$ cat src/rtl/mem_stage_pkg.sv
// Shared types and constants for the memory pipeline stage.
package mem_stage_pkg;

    typedef enum logic {IDLE, WAIT} mstate_t;

    localparam logic [1:0] WORD_ALIGN_MASK = 2'b11;

    typedef struct packed {
        logic pcsrc;
        logic reg_write;
        logic mem_to_reg;
    } w_ctrl_t;

    localparam w_ctrl_t W_CTRL_BUBBLE = '{pcsrc: 1'b0, reg_write: 1'b0, mem_to_reg: 1'b0};

    function automatic logic is_aligned(input logic [1:0] addr_lsb);
        return (addr_lsb & WORD_ALIGN_MASK) == 2'b00;
    endfunction

endpackage

$ cat src/rtl/mem_stage_unit_reg_mw.sv
// M/W pipeline register; a bubble clears both the W control bundle and the data fields.
module reg_mw
    import mem_stage_pkg::*;
(
    input  logic        clk,
    input  logic        reset,
    input  logic        bubble,
    input  w_ctrl_t     ctrl,
    input  logic [31:0] read_data,
    input  logic [31:0] alu_out,
    input  logic [3:0]  wa3,
    output w_ctrl_t     ctrl_w,
    output logic [31:0] read_data_w,
    output logic [31:0] alu_out_w,
    output logic [3:0]  wa3_w
);

    always_ff @(posedge clk) begin
        if (reset || bubble) begin
            ctrl_w      <= W_CTRL_BUBBLE;
            read_data_w <= '0;
            alu_out_w   <= '0;
            wa3_w       <= '0;
        end else begin
            ctrl_w      <= ctrl;
            read_data_w <= read_data;
            alu_out_w   <= alu_out;
            wa3_w       <= wa3;
        end
    end

endmodule

$ cat src/rtl/mem_stage_unit.sv
// Memory stage: data-bus req/ack handshake, upstream stall, timeout abort and sticky faults.
module mem_stage_unit
    import mem_stage_pkg::*;
#(
    parameter int unsigned TIMEOUT = 16,
    parameter int unsigned ADDR_W  = 32
) (
    input  logic              CLK,
    input  logic              RESET,
    input  logic              PCSrcM,
    input  logic              RegWriteM,
    input  logic              MemtoRegM,
    input  logic              MemWriteM,
    input  logic [31:0]       ALUResultM,
    input  logic [31:0]       WriteDataM,
    input  logic [3:0]        WA3M,
    output logic [ADDR_W-1:0] DAddr,
    output logic [31:0]       DWData,
    output logic              DWrite,
    output logic              DReq,
    input  logic              DAck,
    input  logic [31:0]       DRData,
    output logic              StallM,
    output logic              PCSrcW,
    output logic              RegWriteW,
    output logic              MemtoRegW,
    output logic [31:0]       ReadDataW,
    output logic [31:0]       ALUOutW,
    output logic [3:0]        WA3W,
    output logic              AlignFault,
    output logic              TimeoutFault
);

    // A zero TIMEOUT still needs a one-bit counter to keep the width legal.
    localparam int unsigned CNT_W = (TIMEOUT == 0) ? 1 : $clog2(TIMEOUT + 1);

    mstate_t          state, state_next;
    logic [CNT_W-1:0] cnt, cnt_next;
    logic             access, aligned, is_load;
    logic             dreq, stall, abort, align_hit, bubble;
    w_ctrl_t          ctrl_m, ctrl_w;
    logic [31:0]      read_data_m;

    assign access  = MemtoRegM | MemWriteM;
    assign aligned = is_aligned(ALUResultM[1:0]);
    assign is_load = MemtoRegM & ~MemWriteM;

    always_ff @(posedge CLK) begin
        if (RESET) begin
            state        <= IDLE;
            cnt          <= '0;
            AlignFault   <= 1'b0;
            TimeoutFault <= 1'b0;
        end else begin
            state <= state_next;
            cnt   <= cnt_next;
            if (align_hit) AlignFault   <= 1'b1;
            if (abort)     TimeoutFault <= 1'b1;
        end
    end

    always_comb begin
        state_next = state;
        cnt_next   = cnt;
        dreq       = 1'b0;
        abort      = 1'b0;
        align_hit  = 1'b0;
        if (!RESET) begin
            case (state)
                IDLE: begin
                    if (access) begin
                        if (aligned) begin
                            dreq = 1'b1;
                            if (!DAck) begin
                                state_next = WAIT;
                                cnt_next   = CNT_W'(1);
                            end
                        end else begin
                            align_hit = 1'b1;
                        end
                    end
                end
                WAIT: begin
                    dreq = 1'b1;
                    if (DAck) begin
                        state_next = IDLE;
                        cnt_next   = '0;
                    end else if (TIMEOUT != 0 && cnt == CNT_W'(TIMEOUT)) begin
                        abort      = 1'b1;
                        state_next = IDLE;
                        cnt_next   = '0;
                    end else if (cnt != '1) begin
                        cnt_next = cnt + CNT_W'(1);
                    end
                end
                default: state_next = IDLE;
            endcase
        end
    end

    assign stall  = dreq & ~DAck & ~abort;
    assign bubble = stall | abort | align_hit;

    assign DReq   = dreq;
    assign StallM = stall;
    assign DAddr  = ADDR_W'(ALUResultM);
    assign DWData = WriteDataM;
    assign DWrite = MemWriteM;

    // Stores (including load+store encodings) never capture bus data.
    assign ctrl_m      = '{pcsrc: PCSrcM, reg_write: RegWriteM, mem_to_reg: is_load};
    assign read_data_m = (is_load && dreq && DAck) ? DRData : 32'h0;

    reg_mw u_reg_mw (
        .clk         (CLK),
        .reset       (RESET),
        .bubble      (bubble),
        .ctrl        (ctrl_m),
        .read_data   (read_data_m),
        .alu_out     (ALUResultM),
        .wa3         (WA3M),
        .ctrl_w      (ctrl_w),
        .read_data_w (ReadDataW),
        .alu_out_w   (ALUOutW),
        .wa3_w       (WA3W)
    );

    assign PCSrcW    = ctrl_w.pcsrc;
    assign RegWriteW = ctrl_w.reg_write;
    assign MemtoRegW = ctrl_w.mem_to_reg;

endmodule

$ cat config.mk
export PLATFORM = sky130hd
export DESIGN_NAME = mem_stage_unit
export DESIGN_NICKNAME = d
export VERILOG_FILES = /design/src/rtl/mem_stage_pkg.sv /design/src/rtl/mem_stage_unit_reg_mw.sv /design/src/rtl/mem_stage_unit.sv
export SDC_FILE = /design/constraint.sdc
export NUM_CORES = 1
export LEC_CHECK = 0
export ABC_AREA = 1
export CAP_MARGIN = 0
export CORE_AREA = 5 5 130 83
export DETAILED_ROUTE_END_ITERATION = 8
export DIE_AREA = 0 0 135 88
export PLACE_DENSITY = 0.89
export RECOVER_POWER = 100
export SYNTH_ARGS = -nofsm -noshare
export SYNTH_HDL_FRONTEND = slang
export SYNTH_HIERARCHICAL = 1
export SYNTH_SLANG_ARGS = --single-unit
$ cat constraint.sdc
create_clock -name CLK -period 3.9 [get_ports CLK]
set_input_delay 0.78 -clock CLK [delete_from_list [all_inputs] [get_ports CLK]]
set_output_delay 0.78 -clock CLK [all_outputs]
set_load 0.05 [all_outputs]
==> results of run 1 <==
[per-stage QoR]
step / hold WS, ns / total power, mW / setup WS (ns)
6_report: 0.452 / 2.10 / 0.270
5_1_grt: 0.490 / 2.19 / 0.191
4_1_cts: 0.463 / 2.16 / 0.382
3_5_place_dp: 0.448 / 1.28 / 0.380
3_3_place_gp: 0.451 / 1.27 / 0.456
2_1_floorplan: 0.496 / 1.22 / 0.961
[logic make-up after synthesis]
| family | Yosys count | synth area share, % |
|---|---|---|
| AO/OA/AOI/OAI | 7 | 1.14 |
| adder cells (fa/ha/maj) | 3 | 1.10 |
| buffers and inverters | 192 | 31.0 |
| flip-flops | 79 | 46.4 |
| AND/OR/NAND/NOR | 156 | 20.4 |
[registers in the layout, indices dropped and copies added, names as in the netlist]
signal and count:
u_reg_mw/alu_out_w 32, u_reg_mw/read_data_w 32, cnt 5, u_reg_mw/wa3_w 4, u_reg_mw/ctrl_w 3, AlignFault 1
TimeoutFault 1, state 1
[routing by layer]
metal  wire (um)  vias to the layer above
met5           0                        -
met4         176                        0
met3         839                       17
met2        4180                      133
met1        3340                     1194
li1            -                     1393
[worst max-delay path: cells and delay by family]
| family | cells | cell delay, ns |
|---|---|---|
| buffers and inverters | 2 | 1.41 |
| AO/OA/AOI/OAI | 1 | 0.17 |
| AND/OR/NAND/NOR | 4 | 0.49 |
[power by group through the flow]
stage | Combinational, mW | Clock [mW] | Sequential [mW]
2_1_floorplan | 0.260 | 0 | 0.957
3_5_place_dp | 0.413 | 0 | 0.865
3_3_place_gp | 0.406 | 0 | 0.863
4_1_cts | 0.415 | 0.896 | 0.847
6_report | 0.392 | 0.866 | 0.846
5_1_grt | 0.414 | 0.932 | 0.849
[how the worst max path moves through the flow]
| stage | from | end | slack (ns) | cells after the start |
|---|---|---|---|---|
| floorplan | ALUResultM[1] | StallM | 0.96 | 5 |
| global placement | ALUResultM[1] | StallM | 0.46 | 7 |
| detailed placement | ALUResultM[1] | StallM | 0.38 | 7 |
| CTS | ALUResultM[1] | StallM | 0.38 | 7 |
| global route | ALUResultM[1] | StallM | 0.19 | 7 |
| finish | ALUResultM[1] | StallM | 0.27 | 7 |
[area by class of cell]
cell class | count | share of cell area (%)
clock buffer | 9 | 4.44
inverter | 117 | 8.65
clock inverter | 6 | 1.70
timing repair buffer | 182 | 35.9
sequential | 79 | 31.1
tap | 135 | 3.33
multi-input combinational | 166 | 14.9
[layout by cell type, fill, tap and decap left out, types with 2 or more instances in the layout]
master	instances
inv_1	116
dlygate4sd3_1	110
nor2_1	104
dfxtp_1	79
clkdlybuf4s50_1	72
nand2_1	23
nor2_2	14
clkbuf_16	9
nand3_1	7
a21oi_1	5
nor2_4	3
ha_1	3
clkinv_2	2
bufinv_16	2
==> implementation parameters, run 1 <==
Parameter                              Value

Logic synthesis
  Leading area contributor after synthesis    dfxtp_1
  Yosys top cell area share    46.4%
  Synthesized Nets    547
  Most common cell in the netlist    inv_1
  Most area-consuming cells after synthesis    dfxtp_1 46%, buf_4 14%, inv_1 13%
  Number of warnings issued by yosys    6
  Most used flip-flop cell after synthesis    dfxtp_1
  Distinct cell type count after synthesis    21
  Number of enable-type register cells in the synthesized netlist    0
  Flip-flop and latch count after synthesis    79
  Average cell area after synthesis    7.80 um2
  Total standard cell area after synthesis    0.00341 mm2
  Part of the Yosys area used for sequential elements    46.4%
  Asr flop ratio synth    0%
  Gate Count Post-Synth    437
  Top cell types by occurrence after synthesis    116 x inv_1, 102 x nor2_1, 79 x dfxtp_1, 65 x buf_4, 22 x nand2_1

Global routing
  Wire length of the first global-routing pass    13100 um
  GR Util met3    under 10%
  Via count of the first global-routing pass    2766
  Total routing usage reported by global routing    13.9%
  Grt total ovfl    0
  Fraction of met2 tracks used by global routing    roughly a quarter
  Initial antenna violation count    0
  Pin count of the biggest net entering global routing    a little over 70
  Met1 Usage GRT    ~14%
  GRT Max-Usage Layer    met2

Min path
  Hold crit path type    reg -> reg
  Number of instances on the worst hold path    2
  Hold Path End    AlignFault
  Hold Startpoint    AlignFault

Pwr
  Part of the total power dissipated in the clock network    41.2%
  Net switching component of the power    0.570 mW
  Internal power of the cells    1.53 mW
  Sw frac    27.1%
  Peak ir drop on the vdd network    189 uV
  Sequential cell fraction of total power    40.2%
  Portion of total power attributed to combinational logic    18.6%
  Cell area power density    414 mW/mm2
  Leakage power of the design    2.46 nW

Setup path
  Type of destination of the critical path    primary output
  R2R Path Start    state
  Register-to-register setup slack    1.57 ns
  Critical path fanouts, max    3
  Ordered list of cells on the worst path    dlygate4sd3_1, o21ai_2, nand2_1, nor2_4, nand2_1, nor2_1, clkdlybuf4s50_1
  Reg2reg path depth    9
  Cell repeated most along the worst path    nand2_1
  Worst stage delay on the critical path    0.81 ns
  Kind of start point of the critical path    input port
  CP max-delay cell    clkdlybuf4s50_1
  Req. time, crit path    3.12 ns
  WS Path Type    in -> out
  R2r endpoint    u_reg_mw/read_data_w[23]
  CP arrival    2.85 ns

Final layout
  Count of nets after finishing    approximately 670
  Post-layout util    53.5%
  Layout cells sized above 1    6.62%
  Sequential cell area in the final layout    0.00158 mm2
  Diode count    0
  Area Growth Syn to Fin    48.9%
  Cell area after layout    0.00508 mm2
  Final cell count without fillers    around 690
  Area taken by multi-input logic gates    754 um2
  Number of fill cells in the layout    877

Clocking
  Insertion delay of the later-clocked pin in the worst-skew pair    0.32 ns
  Buffers from clock root to sink, at most    2
  Number of setup buffers added after CTS    0
  CTS-repair resized insts    0
  CTS Buf Count    9
  Cts hold-fix bufs    0
  CTS tree    yes
  Clock transition at the register clock pins on the worst setup and hold paths after CTS    0.06 ns
  Clock root buffer master    clkbuf_16
  # H-tree levels    3
  Clock net sink count    79

Place
  Sum of net half-perimeters after detailed placement    roughly 6700 um
  Placed standard-cell area    0.00478 mm2
  Routability Congestion    0.883
  I/O Buffers    182
  Placed Instances    679

Die
  Die width    135 um
  I/O Pins    247
  Vertical extent of the die    88 um
  Effective utilization at floorplan    35.9%
  Die ar.    approximately 0.012 mm2
  Core Area    0.00949 mm2
  Std-Cell Rows    28

Job
  Number of max-cap violations    0

Routing
  DRC viols    0
  Vias    about 2700
  Detailed-route vias per instance    3.94
  Number of iterations in the first detailed-routing pass    5
  WL final    8530 um
  Antenna-violating nets left    0
  DRT iter0 DRCs    72
  Post-detailed-route wirelength per cell    12.3 um

STA
  Largest clock skew in the final design    approximately 0.0064 ns
  Min Tclk post-route    3.63 ns
  Unrepaired setup endpoints after global routing    no
  Count of final hold-check violations    0
  Headroom to the max-slew limit    8.49%
  Highest achievable clock rate    276 MHz
  Final setup vio count    0
  Accumulated negative setup slack    0 ns
  Final-report max-slew violation count    0
  Final worst path period share    93.1%
  Actual transition at the worst max-transition pin    1.37 ns

Run status
  Status    finished clean
Note: power is estimated with default switching activity, not from simulation.
==> run 2: changes to the inputs <==
CORE_AREA = 5 5 142 90   (was 5 5 130 83)
DIE_AREA = 0 0 147 95   (was 0 0 135 88)
PLACE_DENSITY = 0.8   (was 0.89)
clock period = 3.1 ns   (was 3.9 ns; I/O delays follow)
==> run 2 against run 1 <==
Compared with the run above: die area rose by 18%; power increased by 18%; via count fell by 2.4%; routed wire length fell by 5.2%; global-route usage decreased by 2.3 points; sequential share of layout area is 0.15 points higher; final area decreased by 0.47%.
==> implementation parameters, run 2 (synthesis gave the netlist of run 1 again) <==
Parameter                              Value

Run status
  Status    finished clean

Min path
  Number of instances on the worst hold path    2 (unchanged)
  Hold Startpoint    AlignFault
  Hold Path End    AlignFault
  Hold crit path type    reg -> reg

STA
  Count of final hold-check violations    0 (unchanged)
  Actual transition at the worst max-transition pin    0.697 ns (-0.675 ns)
  Min Tclk post-route    2.79 ns
  Tightest hold margin    0.451 ns (-0.00108 ns)
  Highest achievable clock rate    359 MHz
  Final-report max-slew violation count    0 (unchanged)
  Accumulated negative setup slack    0 ns (unchanged)
  Final worst path period share    about 90%
  Headroom to the max-slew limit    53.4% (+45 points)
  Largest clock skew in the final design    0.00270 ns (-0.00370 ns)
  Unrepaired setup endpoints after global routing    no
  Final setup vio count    0 (unchanged)

Clocking
  Clock net sink count    79 (unchanged)
  Buffers from clock root to sink, at most    2 (unchanged)
  Clock transition at the register clock pins on the worst setup and hold paths after CTS    0.06 ns (about the same)
  CTS-repair resized insts    0 (unchanged)
  Clock root buffer master    clkbuf_16
  Number of setup buffers added after CTS    0 (unchanged)
  # H-tree levels    3 (unchanged)
  CTS tree    yes
  Cts hold-fix bufs    0 (unchanged)
  CTS Buf Count    9 (unchanged)
  Insertion delay of the later-clocked pin in the worst-skew pair    0.33 ns (about the same)

Setup path
  WS Path Type    in -> out
  Kind of start point of the critical path    input port
  Startpoint of the most critical setup path    DAck
  R2r endpoint    u_reg_mw/alu_out_w[14]
  Reg2reg path depth    10 (+1)
  Critical path fanouts, max    4 (+1)
  R2R Path Start    state
  Register-to-register setup slack    0.93 ns (-0.64 ns)
  CP arrival    2.17 ns (-0.68 ns)
  Type of destination of the critical path    primary output
  Req. time, crit path    2.48 ns (-0.64 ns)

Routing
  DRC viols    0 (unchanged)
  Antenna-violating nets left    0 (unchanged)
  Post-detailed-route wirelength per cell    11.4 um (-7.2%)
  DRT iter0 DRCs    116 (+61%)
  WL final    8090 um (-5.2%)
  Vias    2671 (-2.4%)
  Detailed-route vias per instance    3.77 (-4.5%)
  Number of iterations in the first detailed-routing pass    4 (-1)

Final layout
  Area Growth Syn to Fin    48.2%
  Layout cells sized above 1    6.77% (+0.15 points)
  Regs by FF count    u_reg_mw/alu_out_w x32, u_reg_mw/read_data_w x32, cnt x5
  Highest-count cells in the layout ignoring fill and taps    116 x inv_1, 108 x dlygate4sd3_1, 104 x nor2_1, 79 x dfxtp_1, 72 x clkdlybuf4s50_1
  Commonest non-fill, non-tap cell in the layout    inv_1
  Count of nets after finishing    666 (+0.15%)
  Diode count    0 (unchanged)

Place
  Sum of net half-perimeters after detailed placement    6340 um (-5.0%)
  Routability Congestion    0.857 (-2.9%)
  I/O Buffers    182 (unchanged)

Die
  Vertical extent of the die    95 um (+8.0%)
  Die ar.    0.0140 mm2 (+18%)
  Effective utilization at floorplan    29.6% (-6.3 points)
  Core Area    0.0115 mm2 (+21%)
  I/O Pins    247 (unchanged)
  Die width    147 um (+8.9%)
  Std-Cell Rows    31 (+11%)

Global routing
  Grt total ovfl    0 (unchanged)
  Initial antenna violation count    0 (unchanged)
  Pin count of the biggest net entering global routing    57 (-21%)
  Wire length of the first global-routing pass    12700 um (-3.0%)
  Total routing usage reported by global routing    11.6% (-2.3 points)
  Via count of the first global-routing pass    2600 (-6.0%)

Job
  Number of max-cap violations    0 (unchanged)

Pwr
  Cell area power density    492 mW/mm2 (+19%)
  Peak ir drop on the vdd network    254 uV (+34%)
  Leakage power of the design    2.44 nW (-0.93%)
==> run 2: worst max path at each step <==
stage,cells after the start,end,slack (ns)
2_1_floorplan,5,StallM,0.48
5_1_grt,6,StallM,0.17
6_report,6,StallM,0.31
3_3_place_gp,7,StallM,0.50
4_1_cts,6,StallM,0.44
3_5_place_dp,6,StallM,0.43
==> run 2: per-stage QoR <==
stage	utilization [%]	setup slack, ns	std cells	power, mW	area [um2]
final	43.9	0.314	709	2.49	5050
after global routing	43.9	0.173	709	2.62	5050
after CTS	44.2	0.436	709	2.57	5090
after detailed placement	41.9	0.434	693	1.61	4830
after global placement	41.9	0.499	693	1.61	4830
after floorplan	-	0.481	437	1.53	3410
==> run 2: layout make-up <==
type / count / area [um2]
clock inverter: 6 / 37.5
sequential: 79 / 1580
multi-input combinational: 166 / 751
timing repair buffer: 183 / 1830
clock buffer: 10 / 229
fill: 1151 / 6470
tap: 148 / 185
inverter: 117 / 439
==> run 2: power breakdown <==
group | leakage [nW] | switching [mW] | internal (mW)
Combinational | 1.67 | 0.312 | 0.179
Sequential | 0.645 | 0.0110 | 1.05
Clock | 0.124 | 0.397 | 0.537
Total | 2.44 | 0.719 | 1.77
==> run 2: routing by layer <==
| layer | global-route usage (%) | vias up | routed length, um |
|---|---|---|---|
| li1 | - | 1399 | - |
| met1 | 13.5 | 1148 | 3470 |
| met2 | 18.8 | 112 | 3680 |
| met3 | 5.47 | 12 | 823 |
| met4 | 4.34 | 0 | 114 |
| met5 | 0 | - | 0 |
==> run 2: worst max-delay path, stage by stage <==
cell	delay [ns]
dlygate4sd3_1	0.65
nor2_4	0.19
inv_1	0.07
nor3_1	0.29
nor2_1	0.09
clkbuf_2	0.24
==> run 3: changes to the inputs <==
GPL_TIMING_DRIVEN = 0   (was not set)
==> run 3 against run 2 <==
Compared with the run above: global-route usage rose by 1.5 points; sequential cell count did not move; hold slack improved by 0.0064 ns; largest cell class unchanged; largest power group is now the clock network.
==> implementation parameters, run 3 (synthesis gave the netlist of run 1 again) <==
Parameter                              Value

Die
  Die width    147 um (unchanged)
  I/O Pins    247 (unchanged)
  Effective utilization at floorplan    29.6% (unchanged)
  Core Area    0.0115 mm2 (unchanged)
  Std-Cell Rows    31 (unchanged)
  Vertical extent of the die    95 um (unchanged)
  Die ar.    0.0140 mm2 (unchanged)

Final layout
  Count of nets after finishing    772 (+16%)
  Area Growth Syn to Fin    75.5%
  Sequential cell area in the final layout    0.00158 mm2 (unchanged)
  Area taken by multi-input logic gates    754 um2 (+0.50%)
  Commonest non-fill, non-tap cell in the layout    dlygate4sd3_1
  Layout cells sized above 1    15.7% (+9.0 points)
  Diode count    0 (unchanged)
  Regs by FF count    u_reg_mw/alu_out_w x32, u_reg_mw/read_data_w x32, cnt x5
  Number of fill cells in the layout    1117 (-3.0%)
  Highest-count cells in the layout ignoring fill and taps    139 x dlygate4sd3_1, 116 x inv_1, 103 x nor2_1, 79 x dfxtp_1, 74 x clkdlybuf4s50_1

Pwr
  Leakage power of the design    2.95 nW (+21%)
  Sequential cell fraction of total power    36.6% (-6.1 points)
  Sw frac    28.0% (-0.93 points)
  Total power consumption of the routed design    2.91 mW (+17%)
  Peak ir drop on the vdd network    264 uV (+4.0%)
  Internal power of the cells    2.09 mW (+18%)
  Net switching component of the power    0.814 mW (+13%)
  Portion of total power attributed to combinational logic    23.0% (+3.3 points)
  Cell area power density    486 mW/mm2 (-1.3%)
  Part of the total power dissipated in the clock network    40.4% (+2.9 points)

STA
  Accumulated negative setup slack    0 ns (unchanged)
  Highest achievable clock rate    338 MHz (-6.0%)
  Slack of the critical path    0.138 ns (-0.176 ns)
  Largest clock skew in the final design    0.00302 ns (+0.000314 ns)
  Actual transition at the worst max-transition pin    0.598 ns (-0.0990 ns)
  Min Tclk post-route    2.96 ns (+0.176 ns)
  Count of final hold-check violations    0 (unchanged)
  Final worst path period share    95.6% (+5.7 points)
  Headroom to the max-slew limit    60.1% (+6.7 points)
  Final setup vio count    0 (unchanged)
  Final-report max-slew violation count    0 (unchanged)
  Unrepaired setup endpoints after global routing    no

Setup path
  Critical path fanouts, max    3 (-1)
  WS Path Type    in -> out
  Req. time, crit path    2.48 ns (about the same)
  Type of destination of the critical path    primary output
  Reg2reg path depth    10 (unchanged)
  CP arrival    2.34 ns (+0.17 ns)
  R2R Path Start    state
  Kind of start point of the critical path    input port
  Register-to-register setup slack    1.09 ns (+0.16 ns)
  R2r endpoint    u_reg_mw/read_data_w[31]

Place
  Post-place setup slack    -0.0851 ns (-0.519 ns)
  Routability Congestion    0.807 (-5.7%)
  Sum of net half-perimeters after detailed placement    7920 um (+25%)
  I/O Buffers    214 (+18%)

Min path
  Hold crit path type    reg -> reg
  Hold Startpoint    AlignFault
  Number of instances on the worst hold path    2 (unchanged)
  Hold Path End    AlignFault

Clocking
  CTS tree    yes
  Clock transition at the register clock pins on the worst setup and hold paths after CTS    0.06 ns (about the same)
  CTS Buf Count    9 (unchanged)
  # H-tree levels    3 (unchanged)
  Clock root buffer master    clkbuf_16
  Clock net sink count    79 (unchanged)
  Insertion delay of the later-clocked pin in the worst-skew pair    0.32 ns (about the same)
  Buffers from clock root to sink, at most    2 (unchanged)

Global routing
  Via count of the first global-routing pass    3092 (+19%)
  Total routing usage reported by global routing    13.1% (+1.5 points)
  Pin count of the biggest net entering global routing    14 (-75%)
  Grt total ovfl    0 (unchanged)
  Initial antenna violation count    0 (unchanged)
  Wire length of the first global-routing pass    14600 um (+15%)

Routing
  Detailed-route vias per instance    3.79 (+0.67%)
  Antenna-violating nets left    0 (unchanged)
  DRT iter0 DRCs    102 (-12%)
  Vias    3091 (+16%)
  Post-detailed-route wirelength per cell    11.5 um (+1.1%)
  Number of iterations in the first detailed-routing pass    4 (unchanged)
  WL final    9410 um (+16%)
  DRC viols    0 (unchanged)

Job
  Number of max-cap violations    0 (unchanged)

Run status
  Status    finished clean
[run 3: worst max path at each step]
stage,from,endpoint,slack (ns),depth (start not counted)
after detailed placement,DAck,StallM,-0.09,6
final,ALUResultM[1],DReq,0.14,5
after global routing,DAck,StallM,0.06,6
after floorplan,ALUResultM[1],StallM,0.48,5
after CTS,ALUResultM[1],DReq,0.12,5
after global placement,ALUResultM[1],StallM,-0.06,7
[run 3: cell type report]
| class | instances | share of cell area (%) |
|---|---|---|
| Timing Repair Buffer | 214 | 35.8 |
| Sequential cell | 79 | 26.4 |
| Multi-Input combinational cell | 166 | 12.6 |
| Buffer | 75 | 9.15 |
| Inverter | 117 | 7.34 |
| Clock buffer | 10 | 3.82 |
| Tap cell | 148 | 3.09 |
| Clock inverter | 6 | 1.82 |
[run 3: what timing repair did]
item / 4_1_cts / 5_1_grt
resized for setup: 1 / 0
setup endpoints to repair: 1 / 0
hold buffers: 0 / 0
buffers inserted: 0 / 0
[run 3: power groups by stage]
stage	Sequential, mW	Combinational (mW)	Clock [mW]
detailed placement	1.09	0.722	0
global placement	1.09	0.715	0
finish	1.06	0.670	1.18
CTS	1.07	0.724	1.22
global route	1.07	0.707	1.26
floorplan	1.20	0.327	0
[run 3: critical path, stage by stage]
cell             delay (ns)
clkdlybuf4s50_1        0.46
o21ai_2                0.17
nand2_1                0.11
nor2_4                 0.14
clkdlybuf4s50_1        0.83
[run 3: metrics by stage]
step	area (um2)	util [%]	std cells	hold WS [ns]
floorplan	3410	-	437	0.496
global placement	5740	49.8	799	0.448
detailed placement	5740	49.8	799	0.452
CTS	6070	52.7	815	0.464
global route	5990	52.0	815	0.473
finish	5990	52.0	815	0.458
[run 3: metal layers]
metal	vias up	GRT usage, %	part of all wire [%]
met4	0	3.26	0.67
li1	1601	-	-
met1	1365	15.5	42
met5	-	0	0
met2	120	22.7	49
met3	5	4.89	8.6
